$ cat src/rtl/sine_sched_pkg.sv
// Shared types and constants for the multi-channel DDS scheduler.
// Latency: n/a (declarations only).
// Backpressure: n/a.
package sine_sched_pkg;

    // Sweep controller states.
    typedef enum logic [1:0] {
        IDLE  = 2'd0,
        ISSUE = 2'd1,
        DRAIN = 2'd2
    } sched_state_t;

    localparam int DEF_NUM_CH  = 4;
    localparam int DEF_PHASE_W = 16;
    localparam int DEF_LUT_LAT = 1;

    // Width of a channel id; never narrower than one bit.
    function automatic int ch_width(input int n);
        return (n > 1) ? $clog2(n) : 1;
    endfunction

endpackage

$ cat src/rtl/phase_acc_bank.sv
// Per-channel FTW / enable / phase-accumulator register file with channel finders.
// Latency: writes and accumulate land on the next clk edge; finder outputs are combinational.
// Backpressure: none; caller guarantees write and accumulate never target a sweep in progress.
//
// Ports:
//   wr_en/wr_ch/wr_ftw/wr_chen : config write port (cfg_en=0 also zeroes the accumulator)
//   adv/ptr                    : accumulate port, acc[ptr] += ftw[ptr] when adv
//   any_en/first_ch/first_phase: lowest enabled channel and its phase (post-write view)
//   next_vld/next_ch/next_phase: lowest enabled channel strictly above ptr and its phase
module phase_acc_bank
    import sine_sched_pkg::*;
#(
    parameter int NUM_CH  = DEF_NUM_CH,
    parameter int PHASE_W = DEF_PHASE_W,
    parameter int CH_W    = ch_width(DEF_NUM_CH)
) (
    input  logic               clk,
    input  logic               rst_n,
    input  logic               wr_en,
    input  logic [CH_W-1:0]    wr_ch,
    input  logic [PHASE_W-1:0] wr_ftw,
    input  logic               wr_chen,
    input  logic               adv,
    input  logic [CH_W-1:0]    ptr,
    output logic               any_en,
    output logic [CH_W-1:0]    first_ch,
    output logic [7:0]         first_phase,
    output logic               next_vld,
    output logic [CH_W-1:0]    next_ch,
    output logic [7:0]         next_phase
);

    logic [PHASE_W-1:0] acc [NUM_CH];
    logic [PHASE_W-1:0] ftw [NUM_CH];
    logic [NUM_CH-1:0]  en;
    logic [NUM_CH-1:0]  en_nxt;

    always_ff @(posedge clk or negedge rst_n) begin
        if (!rst_n) begin
            for (int i = 0; i < NUM_CH; i++) begin
                acc[i] <= '0;
                ftw[i] <= '0;
            end
            en <= '0;
        end else begin
            if (adv) begin
                acc[ptr] <= acc[ptr] + ftw[ptr];
            end
            if (wr_en) begin
                ftw[wr_ch] <= wr_ftw;
                en[wr_ch]  <= wr_chen;
                // Disabling a channel restarts its phase from zero when re-enabled.
                if (!wr_chen) begin
                    acc[wr_ch] <= '0;
                end
            end
        end
    end

    // Enable vector as it will be after a write in this cycle, so a tick that
    // coincides with a config write already sees the new channel set.
    always_comb begin
        en_nxt = en;
        if (wr_en) begin
            en_nxt[wr_ch] = wr_chen;
        end
    end

    // Descending scan: the last hit is the lowest index.
    always_comb begin
        any_en   = |en_nxt;
        first_ch = '0;
        for (int i = NUM_CH - 1; i >= 0; i--) begin
            if (en_nxt[i]) begin
                first_ch = CH_W'(i);
            end
        end
    end

    always_comb begin
        next_vld = 1'b0;
        next_ch  = '0;
        for (int i = NUM_CH - 1; i >= 0; i--) begin
            if (en_nxt[i] && (i > int'(ptr))) begin
                next_vld = 1'b1;
                next_ch  = CH_W'(i);
            end
        end
    end

    // A disabled channel always holds acc=0, so reading the registered acc of a
    // channel enabled in this very cycle already gives its correct start phase.
    assign first_phase = acc[first_ch][PHASE_W-1 -: 8];
    assign next_phase  = acc[next_ch][PHASE_W-1 -: 8];

endmodule

$ cat src/rtl/sine_channel_scheduler.sv
// Time-multiplexes one sine LUT over NUM_CH DDS channels, one enabled channel per cycle per tick.
// Latency: tick -> first lut_phase 1 cycle; tick -> first out_valid LUT_LAT+2 cycles.
// Backpressure: cfg_ready low while a sweep runs; ticks during a sweep are dropped and flagged in overrun.
//
// Ports:
//   tick                       : sample-rate strobe starting a sweep
//   cfg_valid/cfg_ready/...    : channel config write (ftw, enable)
//   ovr_clr                    : clears the sticky overrun flag
//   lut_phase/lut_sample       : interface to the shared sine_lookup
//   out_valid/out_ch/out_sample: tagged LUT results, one cycle each
//   busy/overrun               : sweep status
module sine_channel_scheduler
    import sine_sched_pkg::*;
#(
    parameter int NUM_CH  = DEF_NUM_CH,
    parameter int PHASE_W = DEF_PHASE_W,
    parameter int LUT_LAT = DEF_LUT_LAT
) (
    input  logic                      clk,
    input  logic                      rst_n,
    input  logic                      tick,
    input  logic                      cfg_valid,
    output logic                      cfg_ready,
    input  logic [$clog2(NUM_CH)-1:0] cfg_ch,
    input  logic [PHASE_W-1:0]        cfg_ftw,
    input  logic                      cfg_en,
    input  logic                      ovr_clr,
    output logic [7:0]                lut_phase,
    input  logic [7:0]                lut_sample,
    output logic                      out_valid,
    output logic [$clog2(NUM_CH)-1:0] out_ch,
    output logic [7:0]                out_sample,
    output logic                      busy,
    output logic                      overrun
);

    localparam int CH_W = ch_width(NUM_CH);

    sched_state_t    state;
    sched_state_t    state_nxt;
    logic [CH_W-1:0] ptr;
    logic [CH_W-1:0] ptr_nxt;
    logic            issue;
    logic            load_phase;
    logic            phase_from_first;
    logic            cfg_fire;
    logic            cfg_rdy_q;

    logic            any_en;
    logic [CH_W-1:0] first_ch;
    logic [7:0]      first_phase;
    logic            next_vld;
    logic [CH_W-1:0] next_ch;
    logic [7:0]      next_phase;

    // Issue tracking: bit 0 is the newest issue, bit LUT_LAT-1 lines up with lut_sample.
    logic [LUT_LAT-1:0] pipe_vld;
    logic [CH_W-1:0]    pipe_ch [LUT_LAT];
    logic [LUT_LAT-1:0] pipe_after;
    logic               drain_done;

    assign busy      = (state != IDLE);
    assign cfg_ready = cfg_rdy_q;
    assign cfg_fire  = cfg_valid & cfg_rdy_q;

    phase_acc_bank #(
        .NUM_CH  (NUM_CH),
        .PHASE_W (PHASE_W),
        .CH_W    (CH_W)
    ) u_bank (
        .clk         (clk),
        .rst_n       (rst_n),
        .wr_en       (cfg_fire),
        .wr_ch       (cfg_ch),
        .wr_ftw      (cfg_ftw),
        .wr_chen     (cfg_en),
        .adv         (issue),
        .ptr         (ptr),
        .any_en      (any_en),
        .first_ch    (first_ch),
        .first_phase (first_phase),
        .next_vld    (next_vld),
        .next_ch     (next_ch),
        .next_phase  (next_phase)
    );

    // The pipe contents after the next shift carry no issue: the last result
    // is being captured now, so the sweep can end.
    assign pipe_after = pipe_vld << 1;
    assign drain_done = (pipe_after == '0);

    always_comb begin
        state_nxt        = state;
        ptr_nxt          = ptr;
        issue            = 1'b0;
        load_phase       = 1'b0;
        phase_from_first = 1'b0;
        case (state)
            IDLE: begin
                if (tick && any_en) begin
                    state_nxt        = ISSUE;
                    ptr_nxt          = first_ch;
                    load_phase       = 1'b1;
                    phase_from_first = 1'b1;
                end
            end
            ISSUE: begin
                issue = 1'b1;
                if (next_vld) begin
                    ptr_nxt    = next_ch;
                    load_phase = 1'b1;
                end else begin
                    state_nxt = DRAIN;
                end
            end
            DRAIN: begin
                if (drain_done) begin
                    state_nxt = IDLE;
                end
            end
            default: begin
                state_nxt = IDLE;
            end
        endcase
    end

    always_ff @(posedge clk or negedge rst_n) begin
        if (!rst_n) begin
            state     <= IDLE;
            ptr       <= '0;
            cfg_rdy_q <= 1'b0;
        end else begin
            state     <= state_nxt;
            ptr       <= ptr_nxt;
            cfg_rdy_q <= (state_nxt == IDLE);
        end
    end

    // lut_phase is loaded on the edge that enters each issue cycle, so the LUT
    // sees the pre-increment phase throughout that cycle; it holds otherwise.
    always_ff @(posedge clk or negedge rst_n) begin
        if (!rst_n) begin
            lut_phase <= '0;
        end else if (load_phase) begin
            lut_phase <= phase_from_first ? first_phase : next_phase;
        end
    end

    always_ff @(posedge clk or negedge rst_n) begin
        if (!rst_n) begin
            pipe_vld <= '0;
            for (int k = 0; k < LUT_LAT; k++) begin
                pipe_ch[k] <= '0;
            end
        end else begin
            pipe_vld[0] <= issue;
            pipe_ch[0]  <= ptr;
            for (int k = 1; k < LUT_LAT; k++) begin
                pipe_vld[k] <= pipe_vld[k-1];
                pipe_ch[k]  <= pipe_ch[k-1];
            end
        end
    end

    always_ff @(posedge clk or negedge rst_n) begin
        if (!rst_n) begin
            out_valid  <= 1'b0;
            out_ch     <= '0;
            out_sample <= '0;
        end else begin
            out_valid <= pipe_vld[LUT_LAT-1];
            if (pipe_vld[LUT_LAT-1]) begin
                out_ch     <= pipe_ch[LUT_LAT-1];
                out_sample <= lut_sample;
            end
        end
    end

    // Set wins over clear so a coincident overrun is never lost.
    always_ff @(posedge clk or negedge rst_n) begin
        if (!rst_n) begin
            overrun <= 1'b0;
        end else if (tick && busy) begin
            overrun <= 1'b1;
        end else if (ovr_clr) begin
            overrun <= 1'b0;
        end
    end

endmodule

$ cat config.mk
export PLATFORM = sky130hd
export DESIGN_NAME = sine_channel_scheduler
export DESIGN_NICKNAME = d
export VERILOG_FILES = /design/src/rtl/sine_sched_pkg.sv /design/src/rtl/phase_acc_bank.sv /design/src/rtl/sine_channel_scheduler.sv
export SDC_FILE = /design/constraint.sdc
export NUM_CORES = 1
export LEC_CHECK = 0
export BUFFER_PORTS_ARGS = -buffer_cell sky130_fd_sc_hd__buf_2
export CAP_MARGIN = 15
export CORE_MARGIN = 10
export CORE_UTILIZATION = 55
export DETAILED_ROUTE_END_ITERATION = 8
export GPL_ROUTABILITY_DRIVEN = 0
export PLACE_DENSITY = 0.73
export RECOVER_POWER = 25
export SYNTH_ARGS = -nofsm -noshare
export SYNTH_HDL_FRONTEND = slang
export SYNTH_HIERARCHICAL = 1
export SYNTH_SLANG_ARGS = --single-unit
$ cat constraint.sdc
create_clock -name clk -period 5.2 [get_ports clk]
set_clock_uncertainty 0.15 [all_clocks]
set_input_delay 0.52 -clock clk [delete_from_list [all_inputs] [get_ports clk]]
set_output_delay 0.52 -clock clk [all_outputs]
set_load 0.01 [all_outputs]
==> results_dict.tcl <==
set metrics [dict create \
    clock-sinks 160 \
    cts_hold_buffers 0 \
    critPathSlowestCell "dfrtp_2" \
    cts-root-buf "clkbuf_16" \
    drive_above_1_share 0.316 \
    cts_setup_buffers 0 \
    ant_nets 0 \
    hold_viol 0 \
    clock_path_buffers 2 \
    drt_iter0_drc 446 \
    io_pins 54 \
    cts_resized 0 \
    fmax_mhz 238 \
    min_path_type "in2reg" \
    hold_depth 2 \
    synthArstFlopShare 1.00 \
    grt_pass1_vias 6274 \
    maxSlewViolCount 120 \
    clk_latency_ns 0.42 \
    dpl-instance-area_um2 8890 \
    num_rows 45 \
    syn-num-nets 753 \
    rsz0062_at_grt "false" \
    fin_ws_ns 1.01 \
    cp-start-kind "flip-flop" \
    tns_ns 0 \
    r2r_cells 9 \
    io_buffers 53 \
    crit_required_ns 5.41 \
    n_fill_cell 1157 \
    worst_slew_pin_slew_ns 2.85 \
    drt_wl_total_um 20200 \
    violations "max-capacitance violations, max-slew violations" \
    finalSetupViolCount 0 \
    place_ws_ns 1.12 \
    die_area_um2 20900 \
    fin_nets 789 \
    yosys_register_bits 160 \
    cp-end-kind "flip-flop" \
    r2r_slack_ns 1.01 \
    area_growth_pct 11.0 \
    die_x_um 145 \
    synth.avg_cell_area_um2 12.1 \
    remaining_drc_errors 0 \
    slew_headroom -0.899 \
    grt_max_degree 120 \
    postLayoutCellArea_um2 9470 \
    wire_per_inst_um 21.5 \
    min_period_ns 4.19 \
    grt_pass1_wl_um 33000 \
    syn_inst 705 \
    routed_via_density 6.42 \
    tritoncts "built" \
    firstDrtPassIters 4 \
    yosys_warnings 6 \
    status "complete, but fails checks" \
    ys_types 67 \
    syn_area_um2 8530 \
    slowest_delay_ns 0.92 \
    design.core.area_um2 15200 \
    synth_edf_count 0 \
    path_cells "mux4_2, ha_1, fa_1, a21o_1, a311oi_1, nor4b_1, o2111ai_1, nor3b_1, a22o_1" \
    drv_cap 1 \
    cts_max_level 4 \
    arrival_ns 4.41 \
    path_clk_slew_ns 0.06 \
    fin_crit_sh 0.807 \
    track_usage 0.202 \
    overflow 0 \
    vias 6046 \
    crit_type "reg2reg" \
    start_util 0.561 \
    synthFlopType "dfrtp_1" \
    die_y_um 145 \
    antenna_found_initial 0 \
    antenna_cells 0 \
    cts_inserted_buffers 17 \
    cp_max_fo 29 \
    seq_area_frac_synth 0.469 \
    dpl.hpwl_um 13700 \
]
cell families after synthesis:
logic type | count (synthesis) | synth area share
AO/OA/AOI/OAI | 149 | 0.123
XOR/XNOR | 9 | 0.00924
adder cells (fa/ha/maj) | 16 | 0.0243
buffers and inverters | 52 | 0.0287
flip-flops | 160 | 0.469
multiplexers | 160 | 0.256
AND/OR/NAND/NOR | 159 | 0.0898
registers in the layout (all words and copies together), names as in the netlist, 2 cells and up:
signal and count:
lut_phase 8, out_ch 2, out_sample 8, pipe_ch 2
ptr 2, state 2, u_bank/acc 64, u_bank/en 4
u_bank/ftw 64
Yosys cell counts, types with 7 or more instances:
library cell	instances	share of area
dfrtp_1	160	0.47
mux2_2	78	0.10
nand2_1	77	0.034
a21oi_1	58	0.034
mux2i_1	32	0.038
mux4_2	32	0.084
nor2_1	30	0.013
clkbuf_1	23	0.010
a22o_1	21	0.022
mux2_4	16	0.028
nand3_1	16	0.0094
ha_1	15	0.022
o21ai_0	14	0.0082
a211oi_1	11	0.0097
buf_2	10	0.0059
inv_1	7	0.0031
o32ai_1	7	0.0072
area by class of cell:
cell class,count,area [µm²],share of cell area
clock buffer,20,457,0.0482
clock inverter,12,134,0.0141
inverter,7,26.3,0.00277
multi-input combinational,493,4280,0.452
sequential,160,4010,0.423
tap,188,235,0.0248
timing repair buffer,62,333,0.0351
layer usage:
metal  share of wire  wire length (µm)  track usage
met1            0.43              8650        0.255
met2            0.48              9660        0.328
met3           0.072              1460       0.0531
met4           0.023               459       0.0739
met5               0                 0            0
placed cells by master (no fill, tap or decap), types with 3 or more instances in the layout:
| cell | netlist | routed |
|---|---|---|
| and3_1 | 3 | 3 |
| nor2_1 | 30 | 30 |
| mux2i_1 | 32 | 32 |
| mux2_4 | 16 | 16 |
| mux4_2 | 32 | 32 |
| a21oi_1 | 58 | 58 |
| o21bai_1 | 3 | 3 |
| clkinv_2 | 0 | 3 |
| buf_2 | 10 | 52 |
| clkbuf_16 | 0 | 17 |
| a21o_1 | 6 | 6 |
| xor2_1 | 3 | 3 |
| o211ai_1 | 3 | 3 |
| buf_4 | 3 | 9 |
| o21ai_0 | 14 | 14 |
| or2_2 | 3 | 3 |
| nor2b_1 | 3 | 4 |
| a22o_1 | 21 | 21 |
| nand2_1 | 77 | 77 |
| nor3_1 | 5 | 5 |
| inv_1 | 7 | 7 |
| nand3_1 | 16 | 16 |
| ha_1 | 15 | 15 |
| o32ai_1 | 7 | 7 |
| clkinv_4 | 0 | 4 |
| a2111o_1 | 5 | 5 |
| and2_1 | 3 | 3 |
| a211oi_1 | 11 | 11 |
| dfrtp_1 | 160 | 158 |
| xnor2_1 | 6 | 6 |
| mux2_2 | 78 | 78 |
stage by stage:
stage	util	std cells	hold WS, ns
2_1_floorplan	-	705	0.0744
3_3_place_gp	0.585	910	0.316
3_5_place_dp	0.585	910	0.320
4_1_cts	0.624	942	0.158
5_1_grt	0.623	942	0.167
6_report	0.623	942	0.179
worst paths after layout:
| check | from | endpoint |
|---|---|---|
| worst max-delay path | ptr[0] | u_bank/acc[28] |
| worst min-delay path | lut_sample[4] | out_sample[4] |
| worst max register to register | ptr[0] | u_bank/acc[28] |
| worst min register to register | pipe_ch[0] | out_ch[0] |
| max in group asynchronous | rst_n | ptr[0] |
| min in group asynchronous | rst_n | out_sample[4] |
critical path, delay by kind of cell, from the launching register on:
kind                       cells  cell delay (ns)
DFF                            1             0.92
and+or+nand+nor                2             0.66
AOI/OAI and AO/OA              4             1.11
muxes                          1             0.62
adders and majority gates      2             0.66
Power is left out: the tool's default activity adds up to more than one toggle a clock period on the data nets, which glitch-free logic cannot reach.
